<file path="src/rtl/mda_hdmi_out.sv">
// MDA monochrome pixel stream to parallel RGB/sync/DE for an HDMI transmitter, with
// debounced frame-synchronous palette select and an integer pixel-clock divider.
module mda_hdmi_out #(
   parameter int CH_BITS       = 8,
   parameter int SYNC_DELAY    = 1,
   parameter int DE_DELAY      = 2,
   parameter int CLK_DIV       = 2,
   parameter int DEBOUNCE_BITS = 16
) (
   input  logic               clk,
   input  logic               reset,
   input  logic               video,
   input  logic               intensity,
   input  logic               hsync,
   input  logic               vsync,
   input  logic               display_enable,
   input  logic [1:0]         pal_sel,
   output logic [CH_BITS-1:0] hdmi_r,
   output logic [CH_BITS-1:0] hdmi_g,
   output logic [CH_BITS-1:0] hdmi_b,
   output logic               hdmi_hs,
   output logic               hdmi_vs,
   output logic               hdmi_de,
   output logic               hdmi_clk,
   output logic [1:0]         pal_active
);

   localparam int HALF  = CLK_DIV / 2;
   localparam int DIV_W = (HALF > 1) ? $clog2(HALF) : 1;
   localparam logic [CH_BITS-1:0] LVL_INT  = CH_BITS'((longint'(1) << CH_BITS) - 1);
   localparam logic [CH_BITS-1:0] LVL_NORM = CH_BITS'((((longint'(1) << CH_BITS) - 1) * 2) / 3);

   if (CLK_DIV < 2 || (CLK_DIV % 2) != 0) begin : g_bad_clk_div
      $error("mda_hdmi_out: CLK_DIV must be even and >= 2");
   end
   if (SYNC_DELAY < 1 || SYNC_DELAY > 15) begin : g_bad_sync_delay
      $error("mda_hdmi_out: SYNC_DELAY must be 1..15");
   end
   if (DE_DELAY < 1 || DE_DELAY > 15) begin : g_bad_de_delay
      $error("mda_hdmi_out: DE_DELAY must be 1..15");
   end
   if (CH_BITS < 1 || DEBOUNCE_BITS < 1) begin : g_bad_width
      $error("mda_hdmi_out: CH_BITS and DEBOUNCE_BITS must be >= 1");
   end

   logic [1:0]               sel_meta_q, sel_s_q;
   logic [DEBOUNCE_BITS-1:0] deb_cnt_q, deb_cnt_d;
   logic [1:0]               pal_stable_q, pal_stable_d;
   logic [1:0]               pal_active_q, pal_active_d;
   logic                     vs_prev_q;
   logic [SYNC_DELAY-1:0]    hs_sr_q, hs_sr_d, vs_sr_q, vs_sr_d;
   logic [DE_DELAY-1:0]      de_sr_q, de_sr_d;
   logic [DIV_W-1:0]         div_q, div_d;
   logic                     clk_div_q, clk_div_d;
   logic [CH_BITS-1:0]       r_q, g_q, b_q, r_d, g_d, b_d;
   logic                     en_r, en_g, en_b;
   logic [CH_BITS-1:0]       lvl;
   logic                     pix_on;

   always_comb begin
      deb_cnt_d    = deb_cnt_q;
      pal_stable_d = pal_stable_q;
      pal_active_d = pal_active_q;
      en_r         = 1'b0;
      en_g         = 1'b1;
      en_b         = 1'b0;
      div_d        = div_q;
      clk_div_d    = clk_div_q;

      // The count restarts on the edge a new value enters sel_s_q, so pal_stable
      // follows 2^DEBOUNCE_BITS-1 edges after the last change of the synchronised switches.
      if (sel_meta_q != sel_s_q) begin
         deb_cnt_d = '0;
      end else if (!(&deb_cnt_q)) begin
         deb_cnt_d = deb_cnt_q + DEBOUNCE_BITS'(1);
      end
      if (&deb_cnt_d) begin
         pal_stable_d = sel_s_q;
      end

      // Frame-boundary apply uses the pre-edge pal_stable, so a same-cycle update waits a frame.
      if (vsync && !vs_prev_q) begin
         pal_active_d = pal_stable_q;
      end

      case (pal_active_q)
         2'd0:    begin en_r = 1'b0; en_g = 1'b1; en_b = 1'b0; end
         2'd1:    begin en_r = 1'b1; en_g = 1'b1; en_b = 1'b0; end
         2'd2:    begin en_r = 1'b1; en_g = 1'b1; en_b = 1'b1; end
         default: begin en_r = 1'b1; en_g = 1'b0; en_b = 1'b0; end
      endcase

      lvl    = intensity ? LVL_INT : LVL_NORM;
      pix_on = video & display_enable;
      r_d    = (pix_on && en_r) ? lvl : '0;
      g_d    = (pix_on && en_g) ? lvl : '0;
      b_d    = (pix_on && en_b) ? lvl : '0;

      hs_sr_d = (hs_sr_q << 1) | SYNC_DELAY'(hsync);
      vs_sr_d = (vs_sr_q << 1) | SYNC_DELAY'(vsync);
      de_sr_d = (de_sr_q << 1) | DE_DELAY'(display_enable);

      if (div_q == DIV_W'(HALF - 1)) begin
         div_d     = '0;
         clk_div_d = ~clk_div_q;
      end else begin
         div_d = div_q + DIV_W'(1);
      end
   end

   always_ff @(posedge clk) begin
      if (reset) begin
         sel_meta_q   <= '0;
         sel_s_q      <= '0;
         deb_cnt_q    <= '0;
         pal_stable_q <= '0;
         pal_active_q <= '0;
         vs_prev_q    <= 1'b0;
         hs_sr_q      <= '0;
         vs_sr_q      <= '0;
         de_sr_q      <= '0;
         div_q        <= '0;
         clk_div_q    <= 1'b0;
         r_q          <= '0;
         g_q          <= '0;
         b_q          <= '0;
      end else begin
         sel_meta_q   <= pal_sel;
         sel_s_q      <= sel_meta_q;
         deb_cnt_q    <= deb_cnt_d;
         pal_stable_q <= pal_stable_d;
         pal_active_q <= pal_active_d;
         vs_prev_q    <= vsync;
         hs_sr_q      <= hs_sr_d;
         vs_sr_q      <= vs_sr_d;
         de_sr_q      <= de_sr_d;
         div_q        <= div_d;
         clk_div_q    <= clk_div_d;
         r_q          <= r_d;
         g_q          <= g_d;
         b_q          <= b_d;
      end
   end

   assign hdmi_r     = r_q;
   assign hdmi_g     = g_q;
   assign hdmi_b     = b_q;
   assign hdmi_hs    = hs_sr_q[SYNC_DELAY-1];
   assign hdmi_vs    = vs_sr_q[SYNC_DELAY-1];
   assign hdmi_de    = de_sr_q[DE_DELAY-1];
   assign hdmi_clk   = clk_div_q;
   assign pal_active = pal_active_q;

endmodule
</file>
<file path="config.mk">
export PLATFORM = sky130hd
export DESIGN_NAME = mda_hdmi_out
export DESIGN_NICKNAME = d
export VERILOG_FILES = /design/src/rtl/mda_hdmi_out.sv
export SDC_FILE = /design/constraint.sdc
export NUM_CORES = 1
export LEC_CHECK = 0
export CAP_MARGIN = 10
export CELL_PAD_IN_SITES_DETAIL_PLACEMENT = 0
export CELL_PAD_IN_SITES_GLOBAL_PLACEMENT = 2
export CORE_ASPECT_RATIO = 0.8
export CORE_MARGIN = 10
export CORE_UTILIZATION = 32
export CTS_CLUSTER_SIZE = 12
export DETAILED_ROUTE_END_ITERATION = 12
export PLACE_DENSITY_LB_ADDON = 0.1
export SLEW_MARGIN = 20
export SYNTH_ARGS = -nofsm -noshare
export SYNTH_HDL_FRONTEND = slang
export SYNTH_SLANG_ARGS = --single-unit
</file>
<file path="constraint.sdc">
create_clock -name clk -period 4.62 [get_ports clk]
set_input_delay 0.924 -clock clk [delete_from_list [all_inputs] [get_ports clk]]
set_output_delay 0.924 -clock clk [all_outputs]
set_load 0.01 [all_outputs]
</file>
==> metrics.md, run 1 <==
| Metric | Value |
|---|---|
| Post-DR vias/cell | `4.787` |
| Clock edge transition at the registers on the reported setup and hold paths | `0.08 ns` |
| Library cells used by synthesis | `47` |
| Maximum resistive drop on vdd | `0.0001365 V` |
| Vias in the first global route | `1413` |
| Cell area after layout | `0.002208 mm2` |
| Final-stage net count | `231` |
| Clock Root Buffer | `clkbuf_8` |
| Residual antenna-violating net count after detailed routing | `0` |
| Count of pins on the block boundary | `39` |
| Min-delay src | `de_sr_q[0]$_SDFF_PP0_` |
| Peak fanout along the critical path | `12` |
| Beginning of the worst register-to-register path | `deb_cnt_q[0]$_SDFF_PP0_` |
| Terminus of the critical flop-to-flop path | `pal_stable_q[1]$_SDFFE_PP0P_` |
| Effective utilization at floorplan | `33.51%` |
| Worst slew pin tran | `0.5264 ns` |
| Die area | `0.009249 mm2` |
| Area inside the core boundary | `0.005525 mm2` |
| Max-slew violation total from the final report | `0` |
| Post-CTS Setup Inserts | `0` |
| Worst EP required | `4.83 ns` |
| Nature of the critical path startpoint | `flop` |
| DR iter-0 viols | `65` |
| Number of I/O port buffers | `38` |
| Setup slack at placement | `1.836 ns` |
| Arrival @ worst endpoint | `3.01 ns` |
| Minimum setup slack among reg-to-reg paths | `1.82 ns` |
| FMAX | `357.6 MHz` |
| Antenna violations before repair | `0` |
| Max Cap Violations | `0` |
| Count of H-tree levels built during CTS | `2` |
| Critical setup path kind | `flop to flop` |
| Overflow left after global routing | `0` |
| Share of synthesized area occupied by flip-flops and latches | `38.92%` |
| Via Count | `1436` |
| Most area-hungry cell type in the Yosys netlist | `dfxtp_1` |
| Post-placement cell area | `0.002121 mm2` |
| PostCTS Resize Cnt | `0` |
| Total power consumption of the routed design | `0.5786 mW` |
| Per-cell routed wire length | `14.64 um` |
| Leading cell type in the layout, fill and taps excluded | `clkdlybuf4s50_1` |
| Height of the die | `88.04 um` |
| Worst r2r path cells | `8` |
| Post-Route Utilization | `39.97%` |
| CTS tree | `yes` |
| Area share of the leading cell type in the synthesized netlist | `38.92%` |
| Worst max-slew margin expressed relative to the limit | `64.80%` |
| DRC errors left | `0` |
| Non-Filler Instances | `300` |
| Diodes inserted | `0` |
| Number of buffers inserted during clock tree synthesis | `5` |
| Leakage power summed over all cells | `0.7527 nW` |
| Synthesis Warnings | `0` |
| Wire length reported by the detailed router | `4.392 mm` |
| Syn avg cell area | `9.033 um2` |
| Final worst path period share | `60.52%` |
| Overall die width | `105.1 um` |
| Run status | `finished clean` |
| DPL Wire Length | `3.461 mm` |
| Synthesis-stage register bit count | `36` |
| Clock skew after layout | `0.004775 ns` |
| Top cells by area, synth | `dfxtp_1 (39%), buf_4 (8.1%), nor2_1 (4.7%), nor2b_1 (4.1%), xnor2_1 (3.3%)` |
| Post-CTS Hold Buffers | `0` |
| Total routing resource utilization after global routing | `9.631%` |
| Wire length of the first global-routing pass | `7.231 mm` |
| CP endpoint kind | `flop` |
| Final-layout setup total negative slack | `0 ns` |
| Final worst hold slack | `0.4474 ns` |
| Setup repair after global routing missed its margin | `false` |
| Post-synthesis to final-layout area growth | `19.26%` |
| Worst skew pair latency | `0.28 ns` |
| Maximum clock path buffer count | `2` |
| Layout cell share with drive strength beyond 1 | `9.009%` |
| Gp weighted congestion | `0.8508` |
| 1st-pass router iterations | `4` |
| Post-Synthesis Net Count | `215` |
| Site row count | `24` |
| Most frequent cells in the layout | `clkdlybuf4s50_1 (38), dfxtp_1 (36), nor2_1 (23), nand2_1 (14), nor2b_1 (12)` |
| Power Dens Cells | `262.0 mW/mm2` |
| Worst path setup slack after routing | `1.824 ns` |
| Post-Syn Instances | `205` |
| Placed Cells | `292` |
| Final critical delay including setup and external delays | `2.796 ns` |
| Maximum number of pins on one net before global-route repair | `17` |
| Final setup viols | `0` |
| Netlist area before placement | `0.001852 mm2` |
| Endpoint with the worst hold slack | `de_sr_q[1]$_SDFF_PP0_` |
| Final Hold Vio Count | `0` |
| Sink Count | `36` |
| Hold path depth | `1` |
| Worst hold path type | `flop to flop` |
==> sequential cells by signal, summed over array words and instances (netlist names) <==
name,flops
deb_cnt_q,16
de_sr_q,2
hdmi_b,2
hdmi_g,2
hdmi_r,2
pal_active,2
pal_stable_q,2
sel_meta_q,2
sel_s_q,2
div_q,1
hdmi_clk,1
hdmi_hs,1
hdmi_vs,1
==> critical path: stages, from the launching register on <==
cell and delay [ns]:
dfxtp_1 0.35, ha_1 0.43, nand4_4 0.21, or4_1 0.59, nand4_1 0.15, xor2_1 0.09, or3_4 0.40, nor4_4 0.28
mux2i_1 0.22
==> worst max path at each step <==
stage                                    to  cells after the start  slack (ns)                    start
4_1_cts        pal_stable_q[1]$_SDFFE_PP0P_                      8        1.81  deb_cnt_q[0]$_SDFF_PP0_
2_1_floorplan  pal_stable_q[0]$_SDFFE_PP0P_                      8        2.26  deb_cnt_q[0]$_SDFF_PP0_
6_report       pal_stable_q[1]$_SDFFE_PP0P_                      8        1.82  deb_cnt_q[0]$_SDFF_PP0_
3_3_place_gp   pal_stable_q[1]$_SDFFE_PP0P_                      8        1.93  deb_cnt_q[0]$_SDFF_PP0_
3_5_place_dp   pal_stable_q[1]$_SDFFE_PP0P_                      8        1.84  deb_cnt_q[0]$_SDFF_PP0_
5_1_grt        pal_stable_q[1]$_SDFFE_PP0P_                      8        1.61  deb_cnt_q[0]$_SDFF_PP0_
==> Yosys cell counts, drive strengths merged <==
master   instances
a31o             2
or4              1
or2              1
nor2b           12
and2             8
a22oi            1
xnor2            7
nand2           14
a21oi            6
o311ai           1
clkbuf           4
nand3            8
or3              1
a32oi            2
conb             1
a211oi           1
nor3             5
nor3b            1
o21ai            5
or2b             4
buf             25
nor4             2
a31oi            3
a32o             1
dfxtp           36
xor2             3
nand3b           1
nand4            6
nor4b            1
mux2i            5
o211ai           1
ha               1
o31ai            1
and4             2
a311oi           2
nor2            23
o2111ai          2
inv              3
and3             2
==> power by group <==
part | total (mW) | switching, mW | internal, mW | leakage [nW]
sequential | 0.321 | 0.00371 | 0.317 | 0.293
clock | 0.220 | 0.115 | 0.105 | 0.0479
combinational | 0.0381 | 0.0173 | 0.0208 | 0.412
total | 0.579 | 0.136 | 0.443 | 0.753
==> layer usage <==
metal | global-route usage (%) | part of all wire, % | vias to the layer above
met3 | 3.595 | 5.8 | 2
li1 | - | - | 720
met5 | 0 | 0 | -
met1 | 12.17 | 49 | 677
met4 | 3.109 | 0.52 | 0
met2 | 14.93 | 45 | 37
==> logic make-up (layout without fill, tap and decap cells) <==
group	after synthesis	in the layout	synth area share, %
AO/OA/AOI/OAI	28	28	10.41
XOR/XNOR	10	10	4.730
adder cells (fa/ha/maj)	1	1	0.6756
buffers and inverters	32	49	11.89
flip-flops	36	36	38.92
multiplexers	5	5	2.703
other	1	1	0.2025
AND/OR/NAND/NOR	92	92	30.47
==> cell type report <==
type / instances / area [um2]
Clock buffer: 5 / 68.82
Clock inverter: 3 / 18.77
Fill cell: 584 / 3317
Inverter: 3 / 11.26
Multi-Input combinational cell: 137 / 910.9
Sequential cell: 36 / 720.7
Tap cell: 78 / 97.59
Timing Repair Buffer: 38 / 380.4
No activity file was read; power rests on OpenSTA's default activity.
==> run 2, diff against run 1 <==
--- a/config.mk
+++ b/config.mk
@@ -10,7 +10,7 @@
 export CELL_PAD_IN_SITES_GLOBAL_PLACEMENT = 2
 export CORE_ASPECT_RATIO = 0.8
 export CORE_MARGIN = 10
-export CORE_UTILIZATION = 32
+export CORE_UTILIZATION = 30
 export CTS_CLUSTER_SIZE = 12
 export DETAILED_ROUTE_END_ITERATION = 12
 export PLACE_DENSITY_LB_ADDON = 0.1
==> constraint.sdc (replaced) <==
create_clock -name clk -period 2.7 [get_ports clk]
set_input_delay 0.54 -clock clk [delete_from_list [all_inputs] [get_ports clk]]
set_output_delay 0.54 -clock clk [all_outputs]
set_load 0.01 [all_outputs]
==> run 2 against run 1 <==
  * Critical path depth down 1
  * Hold slack got worse by 0.0029 ns
  * Utilization shrank 1.5 points
  * Die area up 5.3%
  * Setup slack got worse by 1.6 ns
  * Clock skew about the same
  * Cell area up 3.6%
  * Critical path type unchanged
  * Via count grew 3.6%
  * Critical endpoint is now pal_stable_q[0]$_SDFFE_PP0P_
  * Combinational power is 78% higher
  * Flip-flop and latch count unchanged
==> metrics.md, run 2 (synthesis results as in run 1) <==
| Metric | Value |
|---|---|
| Post-Route Utilization | `38.48% (was 39.97%)` |
| Gp weighted congestion | `0.8240 (was 0.8508)` |
| Layout cell share with drive strength beyond 1 | `12.93% (was 9.009%)` |
| Final-layout setup total negative slack | `0 ns (unchanged)` |
| FMAX | `402.5 MHz (was 357.6 MHz)` |
| Switching share of power | `23.57% (was 23.50%)` |
| Max Cap Violations | `0 (unchanged)` |
| Overflow left after global routing | `0 (unchanged)` |
| Slowest stage cell, crit path | `or4_1 (unchanged)` |
| Post-CTS Setup Inserts | `0 (unchanged)` |
| Post-CTS Hold Buffers | `0 (unchanged)` |
| Seq. cell area | `720.7 um2 (unchanged)` |
| Minimum setup slack among reg-to-reg paths | `0.22 ns (was 1.82 ns)` |
| Final-stage net count | `241 (was 231)` |
| Final Hold Vio Count | `0 (unchanged)` |
| Site row count | `25 (was 24)` |
| Number of I/O port buffers | `38 (unchanged)` |
| Largest Register | `deb_cnt_q (unchanged)` |
| Diodes inserted | `0 (unchanged)` |
| DR iter-0 viols | `102 (was 65)` |
| Final setup viols | `0 (unchanged)` |
| Maximum resistive drop on vdd | `0.0002276 V (was 0.0001365 V)` |
| CP peak stage delay | `0.59 ns (about the same)` |
| Sequence of cells on the critical path | `nand4_4 -> or4_1 -> nand4_1 -> xor2_1 -> or3_4 -> nor4_4 -> mux2i_1 (was ha_1 -> nand4_4 -> or4_1 -> nand4_1 -> xor2_1 -> or3_4 -> nor4_4 -> mux2i_1)` |
| Filler Cells Inserted | `614 (was 584)` |
| Maximum number of pins on one net before global-route repair | `17 (unchanged)` |
| Clk network pwr share | `37.9% (was 38.0%)` |
| Critical setup path kind | `flop to flop (unchanged)` |
| Die area | `0.009735 mm2 (was 0.009249 mm2)` |
| Total routing resource utilization after global routing | `9.172% (was 9.631%)` |
| CTS tree | `yes (unchanged)` |
| DPL Wire Length | `3.409 mm (was 3.461 mm)` |
| Run status | `finished clean (unchanged)` |
| Worst EP required | `2.91 ns (was 4.83 ns)` |
| Sequential fraction of design power | `55.2% (was 55.4%)` |
| Effective utilization at floorplan | `31.16% (was 33.51%)` |
| Wire length of the first global-routing pass | `7.258 mm (was 7.231 mm)` |
| Clock edge transition at the registers on the reported setup and hold paths | `0.08 ns (about the same)` |
| Per-cell routed wire length | `13.96 um (was 14.64 um)` |
| Post-DR vias/cell | `4.754 (was 4.787)` |
| Count of pins on the block boundary | `39 (unchanged)` |
| Setup repair after global routing missed its margin | `false (unchanged)` |
| Number of flip-flops under the largest register name | `16 (unchanged)` |
| Multi-input gate area in the final layout | `910.9 um2 (unchanged)` |
| Number of buffers inserted during clock tree synthesis | `5 (unchanged)` |
| Clock skew after layout | `0.004408 ns (was 0.004775 ns)` |
| Power Dens Cells | `434.0 mW/mm2 (was 262.0 mW/mm2)` |
| Overall die width | `107.8 um (was 105.1 um)` |
| Via Count | `1488 (was 1436)` |
| Worst skew pair latency | `0.28 ns (about the same)` |
| Most frequent cells in the layout | `clkdlybuf4s50_1 (38), dfxtp_1 (36), nor2_1 (23), nand2_1 (14), nor2b_1 (12) (unchanged)` |
| Internal power consumption | `0.7587 mW (was 0.4426 mW)` |
| Peak fanout along the critical path | `7 (was 12)` |
| Area inside the core boundary | `0.005943 mm2 (was 0.005525 mm2)` |
| Antenna violations before repair | `0 (unchanged)` |
| Clock Root Buffer | `clkbuf_8 (unchanged)` |
| 1st-pass router iterations | `4 (unchanged)` |
| Worst r2r path cells | `7 (was 8)` |
| CP endpoint kind | `flop (unchanged)` |
| Residual antenna-violating net count after detailed routing | `0 (unchanged)` |
| Wire length reported by the detailed router | `4.370 mm (was 4.392 mm)` |
| Setup slack at placement | `0.2409 ns (was 1.836 ns)` |
| Vias in the first global route | `1434 (was 1413)` |
| Arrival @ worst endpoint | `2.70 ns (was 3.01 ns)` |
| Leakage power summed over all cells | `0.8041 nW (was 0.7527 nW)` |
| Leading cell type in the layout, fill and taps excluded | `clkdlybuf4s50_1 (unchanged)` |
| Count of H-tree levels built during CTS | `2 (unchanged)` |
| Nature of the critical path startpoint | `flop (unchanged)` |
| Hold path depth | `1 (unchanged)` |
| Final worst path period share | `92.01% (was 60.52%)` |
| Sink Count | `36 (unchanged)` |
| Post-synthesis to final-layout area growth | `23.51% (was 19.26%)` |
| Comb pwr share | `6.8% (was 6.6%)` |
| Reported net switching power | `0.2340 mW (was 0.1360 mW)` |
| Worst hold path type | `flop to flop (unchanged)` |
| PostCTS Resize Cnt | `0 (unchanged)` |
| Final critical delay including setup and external delays | `2.484 ns (was 2.796 ns)` |
| DRC errors left | `0 (unchanged)` |
| Worst path setup slack after routing | `0.2157 ns (was 1.824 ns)` |
| Total power consumption of the routed design | `0.9927 mW (was 0.5786 mW)` |
| Max-slew violation total from the final report | `0 (unchanged)` |
| Height of the die | `90.27 um (was 88.04 um)` |
| Maximum clock path buffer count | `2 (unchanged)` |
[run 2: critical path: cells and delay by family (launching register included)]
| family | cells | cell delay (ns) |
|---|---|---|
| multiplexers | 1 | 0.21 |
| flip-flops | 1 | 0.50 |
| AND/OR/NAND/NOR | 5 | 1.63 |
| XOR/XNOR | 1 | 0.09 |
[run 2: power groups by stage]
stage,Combinational [mW],Clock [mW],Sequential (mW)
final,0.0679,0.377,0.548
after global routing,0.0752,0.418,0.550
after CTS,0.0697,0.395,0.548
after detailed placement,0.0694,0,0.561
after global placement,0.0692,0,0.560
after floorplan,0.0347,0,0.562
[run 2: path summary, 6_finish.rpt]
check                                              from                            to
worst max-delay path            deb_cnt_q[6]$_SDFF_PP0_  pal_stable_q[0]$_SDFFE_PP0P_
worst min-delay path              de_sr_q[0]$_SDFF_PP0_         de_sr_q[1]$_SDFF_PP0_
worst max register to register  deb_cnt_q[6]$_SDFF_PP0_  pal_stable_q[0]$_SDFFE_PP0P_
worst min register to register    de_sr_q[0]$_SDFF_PP0_         de_sr_q[1]$_SDFF_PP0_
[run 2: per-stage QoR]
step	cells	hold slack, ns	instance area, um2
detailed placement	305	0.4332	2200
finish	313	0.4445	2287
floorplan	205	0.4138	1852
global placement	305	0.4280	2200
global route	313	0.4600	2287
CTS	313	0.4527	2287
[run 2: per-layer routing]
layer  global-route usage [%]  up-vias  share of wire [%]
met2                    13.33       38                 44
met3                    3.138        2                6.2
met5                        0        -                  0
met4                    2.778        0               0.57
li1                         -      742                  -
met1                    12.33      706                 49
[run 2: final cells by class]
| class | instances | share of cell area (%) |
|---|---|---|
| timing repair buffer | 48 | 19.91 |
| clock inverter | 3 | 0.8206 |
| inverter | 3 | 0.4923 |
| tap | 81 | 4.431 |
| sequential | 36 | 31.51 |
| clock buffer | 5 | 3.009 |
| multi-input combinational | 137 | 39.83 |
==> run 3, diff against run 2 <==
--- a/config.mk
+++ b/config.mk
@@ -14,6 +14,7 @@
 export CTS_CLUSTER_SIZE = 12
 export DETAILED_ROUTE_END_ITERATION = 12
 export PLACE_DENSITY_LB_ADDON = 0.1
+export SETUP_SLACK_MARGIN = 0.4
 export SLEW_MARGIN = 20
 export SYNTH_ARGS = -nofsm -noshare
 export SYNTH_HDL_FRONTEND = slang
==> run 3 against run 2 <==
  * Utilization up 0.97 points
  * Sequential share of layout area up 0.24 points
  * Via count unchanged
  * Count of clock-buffer cells in the layout unchanged
  * Total power about the same
  * Hold slack better by 0.0082 ns
  * Clock skew up 0.0024 ns
  * Setup slack better by 0.23 ns
  * Die area unchanged
  * Critical path type unchanged
  * Critical endpoint unchanged
  * Highest routed layer unchanged
==> metrics.md, run 3 (synthesis results as in run 1) <==
| Metric | Value |
|---|---|
| Post-DR vias/cell | `4.754 (unchanged)` |
| Overall die width | `107.8 um (unchanged)` |
| Worst skew pair latency | `0.28 ns (about the same)` |
| Final worst path period share | `83.61% (was 92.01%)` |
| Maximum resistive drop on vdd | `0.0002160 V (was 0.0002276 V)` |
| Residual antenna-violating net count after detailed routing | `0 (unchanged)` |
| Worst EP required | `2.92 ns (was 2.91 ns)` |
| Final-layout setup total negative slack | `0 ns (unchanged)` |
| Most utilized layer in the global route result | `met2 (unchanged)` |
| Hold path depth | `1 (unchanged)` |
| Largest Register | `deb_cnt_q (unchanged)` |
| Height of the die | `90.27 um (unchanged)` |
| Antenna violations before repair | `0 (unchanged)` |
| Wire length of the first global-routing pass | `7.251 mm (was 7.258 mm)` |
| Power Dens Cells | `423.0 mW/mm2 (was 434.0 mW/mm2)` |
| Total routing resource utilization after global routing | `9.255% (was 9.172%)` |
| Worst max-slew margin expressed relative to the limit | `66.42%` |
| Leading cell type in the layout, fill and taps excluded | `clkdlybuf4s50_1 (unchanged)` |
| Switching share of power | `23.60% (was 23.57%)` |
| Final-stage net count | `241 (unchanged)` |
| Total power consumption of the routed design | `0.9918 mW (was 0.9927 mW)` |
| Number of flip-flops under the largest register name | `16 (unchanged)` |
| Minimum setup slack among reg-to-reg paths | `0.44 ns (was 0.22 ns)` |
| Global routing met2 resource utilization | `14.75% (was 13.33%)` |
| Max-slew violation total from the final report | `0 (unchanged)` |
| Final setup viols | `0 (unchanged)` |
| Number of I/O port buffers | `38 (unchanged)` |
| Final Hold Vio Count | `0 (unchanged)` |
| Setup slack at placement | `0.1826 ns (was 0.2409 ns)` |
| Comb pwr share | `6.9% (was 6.8%)` |
| Filler Cells Inserted | `612 (was 614)` |
| Worst path setup slack after routing | `0.4426 ns (was 0.2157 ns)` |
| Leakage power summed over all cells | `0.8113 nW (was 0.8041 nW)` |
| Clock Root Buffer | `clkbuf_8 (unchanged)` |
| DPL Wire Length | `3.424 mm (was 3.409 mm)` |
| Seq. cell area | `744.5 um2 (was 720.7 um2)` |
| Run status | `finished clean (unchanged)` |
| Clock edge transition at the registers on the reported setup and hold paths | `0.08 ns (about the same)` |
| Via Count | `1488 (unchanged)` |
| Gp weighted congestion | `0.8591 (was 0.8240)` |
| 1st-pass router iterations | `4 (unchanged)` |
| Global-route met3 utilization | `3.210% (was 3.138%)` |
| Arrival @ worst endpoint | `2.47 ns (was 2.70 ns)` |
| Nature of the critical path startpoint | `flop (unchanged)` |
| Setup repair after global routing missed its margin | `true (was false)` |
| Layout cell share with drive strength beyond 1 | `21.12% (was 12.93%)` |
| Final critical delay including setup and external delays | `2.257 ns (was 2.484 ns)` |
| Die area | `0.009735 mm2 (unchanged)` |
| Most frequent cells in the layout | `clkdlybuf4s50_1 (38), nor2_1 (23), dfxtp_1 (23), nand2_1 (14), nor2b_1 (12) (was clkdlybuf4s50_1 (38), dfxtp_1 (36), nor2_1 (23), nand2_1 (14), nor2b_1 (12))` |
| FMAX | `443.0 MHz (was 402.5 MHz)` |
| Maximum clock path buffer count | `2 (unchanged)` |
| Internal power consumption | `0.7578 mW (was 0.7587 mW)` |
| CP Depth | `7 (unchanged)` |
| Per-cell routed wire length | `14.37 um (was 13.96 um)` |
| Critical setup path kind | `flop to flop (unchanged)` |
| Overflow left after global routing | `0 (unchanged)` |
| Post-CTS Hold Buffers | `0 (unchanged)` |
| Sequence of cells on the critical path | `nand4_4 -> buf_4 -> nor3_2 -> a32oi_1 -> or3_4 -> nor4_4 -> mux2i_1 (was nand4_4 -> or4_1 -> nand4_1 -> xor2_1 -> or3_4 -> nor4_4 -> mux2i_1)` |
| Endpoint with the worst hold slack | `de_sr_q[1]$_SDFF_PP0_ (unchanged)` |
| Worst slew pin tran | `0.5010 ns` |
| Count of pins on the block boundary | `39 (unchanged)` |
| Number of buffers and inverters on the critical path | `1 (was 0)` |
| Final worst hold slack | `0.4527 ns (was 0.4445 ns)` |
| Clock skew after layout | `0.006788 ns (was 0.004408 ns)` |
| Maximum number of pins on one net before global-route repair | `17 (unchanged)` |
| Peak fanout along the critical path | `8 (was 7)` |
| DRC errors left | `0 (unchanged)` |
| Terminus of the critical flop-to-flop path | `pal_stable_q[0]$_SDFFE_PP0P_ (unchanged)` |
| Diodes inserted | `0 (unchanged)` |
| Beginning of the worst register-to-register path | `deb_cnt_q[6]$_SDFF_PP0_ (unchanged)` |
| Worst hold path type | `flop to flop (unchanged)` |
| Sink Count | `36 (unchanged)` |
| Clk network pwr share | `37.8% (was 37.9%)` |
| CP peak stage delay | `0.45 ns (was 0.59 ns)` |
| CTS tree | `yes (unchanged)` |
| Vias in the first global route | `1451 (was 1434)` |
| Slowest stage cell, crit path | `nor3_2 (was or4_1)` |
| Kind of cell with the highest combined delay on the critical path | `simple AND/OR/NAND/NOR gates (unchanged)` |
| Count of H-tree levels built during CTS | `2 (unchanged)` |
| Multi-input gate area in the final layout | `944.7 um2 (was 910.9 um2)` |
| Site row count | `25 (unchanged)` |
| Worst r2r path cells | `7 (unchanged)` |
| CP endpoint kind | `flop (unchanged)` |
| DR iter-0 viols | `89 (was 102)` |
| Reported net switching power | `0.2340 mW (about the same)` |
| Wire length reported by the detailed router | `4.497 mm (was 4.370 mm)` |
| GR Util met1 | `11.41% (was 12.33%)` |
| Post-synthesis to final-layout area growth | `26.62% (was 23.51%)` |
| Area inside the core boundary | `0.005943 mm2 (unchanged)` |
| Effective utilization at floorplan | `31.16% (unchanged)` |
| Max Cap Violations | `0 (unchanged)` |
| Min-delay src | `de_sr_q[0]$_SDFF_PP0_ (unchanged)` |
| Sequential fraction of design power | `55.2% (about the same)` |
| Number of buffers inserted during clock tree synthesis | `5 (unchanged)` |
## run 3: cell counts in the layout (fill, tap and decap cells not counted)
No cell type changed its count.
## run 3: how the worst max path moves through the flow
stage	slack, ns	start	end
floorplan	0.46	deb_cnt_q[0]$_SDFF_PP0_	pal_stable_q[0]$_SDFFE_PP0P_
global placement	0.23	deb_cnt_q[0]$_SDFF_PP0_	pal_stable_q[1]$_SDFFE_PP0P_
detailed placement	0.18	deb_cnt_q[0]$_SDFF_PP0_	pal_stable_q[0]$_SDFFE_PP0P_
CTS	0.42	deb_cnt_q[1]$_SDFF_PP0_	pal_stable_q[0]$_SDFFE_PP0P_
global route	0.34	deb_cnt_q[0]$_SDFF_PP0_	pal_stable_q[0]$_SDFFE_PP0P_
finish	0.44	deb_cnt_q[6]$_SDFF_PP0_	pal_stable_q[0]$_SDFFE_PP0P_
## run 3: final cells by class
type / instances / area share, %
Tap cell: 81 / 4.322
Clock inverter: 3 / 0.8004
Clock buffer: 5 / 2.935
Multi-Input combinational cell: 137 / 40.29
Timing Repair Buffer: 48 / 19.42
Inverter: 3 / 0.4803
Sequential cell: 36 / 31.75
## run 3: worst register-to-register path, stage by stage (launching register included)
cell     delay, ns
dfxtp_2       0.42
nand4_4       0.11
buf_4         0.18
nor3_2        0.45
a32oi_1       0.24
or3_4         0.38
nor4_4        0.20
mux2i_1       0.21
## run 3: metrics by stage
| stage | cell area (um2) | std cells | util, % |
|---|---|---|---|
| finish | 2345 | 313 | 39.45 |
| floorplan | 1858 | 205 | - |
| detailed placement | 2153 | 298 | 36.23 |
| global placement | 2153 | 298 | 36.23 |
| CTS | 2311 | 312 | 38.88 |
| global route | 2345 | 313 | 39.45 |
## run 3: layer usage
metal	routed length (um)	part of all wire, %
met4	25	0.56
met2	2089	46
met3	416	9.3
met1	1965	44
met5	0	0
## run 3: power by group through the flow
stage,Clock [mW],Sequential (mW),Combinational [mW]
after detailed placement,0,0.562,0.0688
after global placement,0,0.560,0.0694
after CTS,0.390,0.550,0.0702
after global routing,0.415,0.549,0.0758
after floorplan,0,0.562,0.0350
final,0.375,0.548,0.0689
## run 3: repair_timing
item / 4_1_cts / 5_1_grt
pin swaps: 1 / 0
resized for setup: 12 / 9
endpoints found under the setup margin: 2 / 2
buffers inserted: 6 / 1
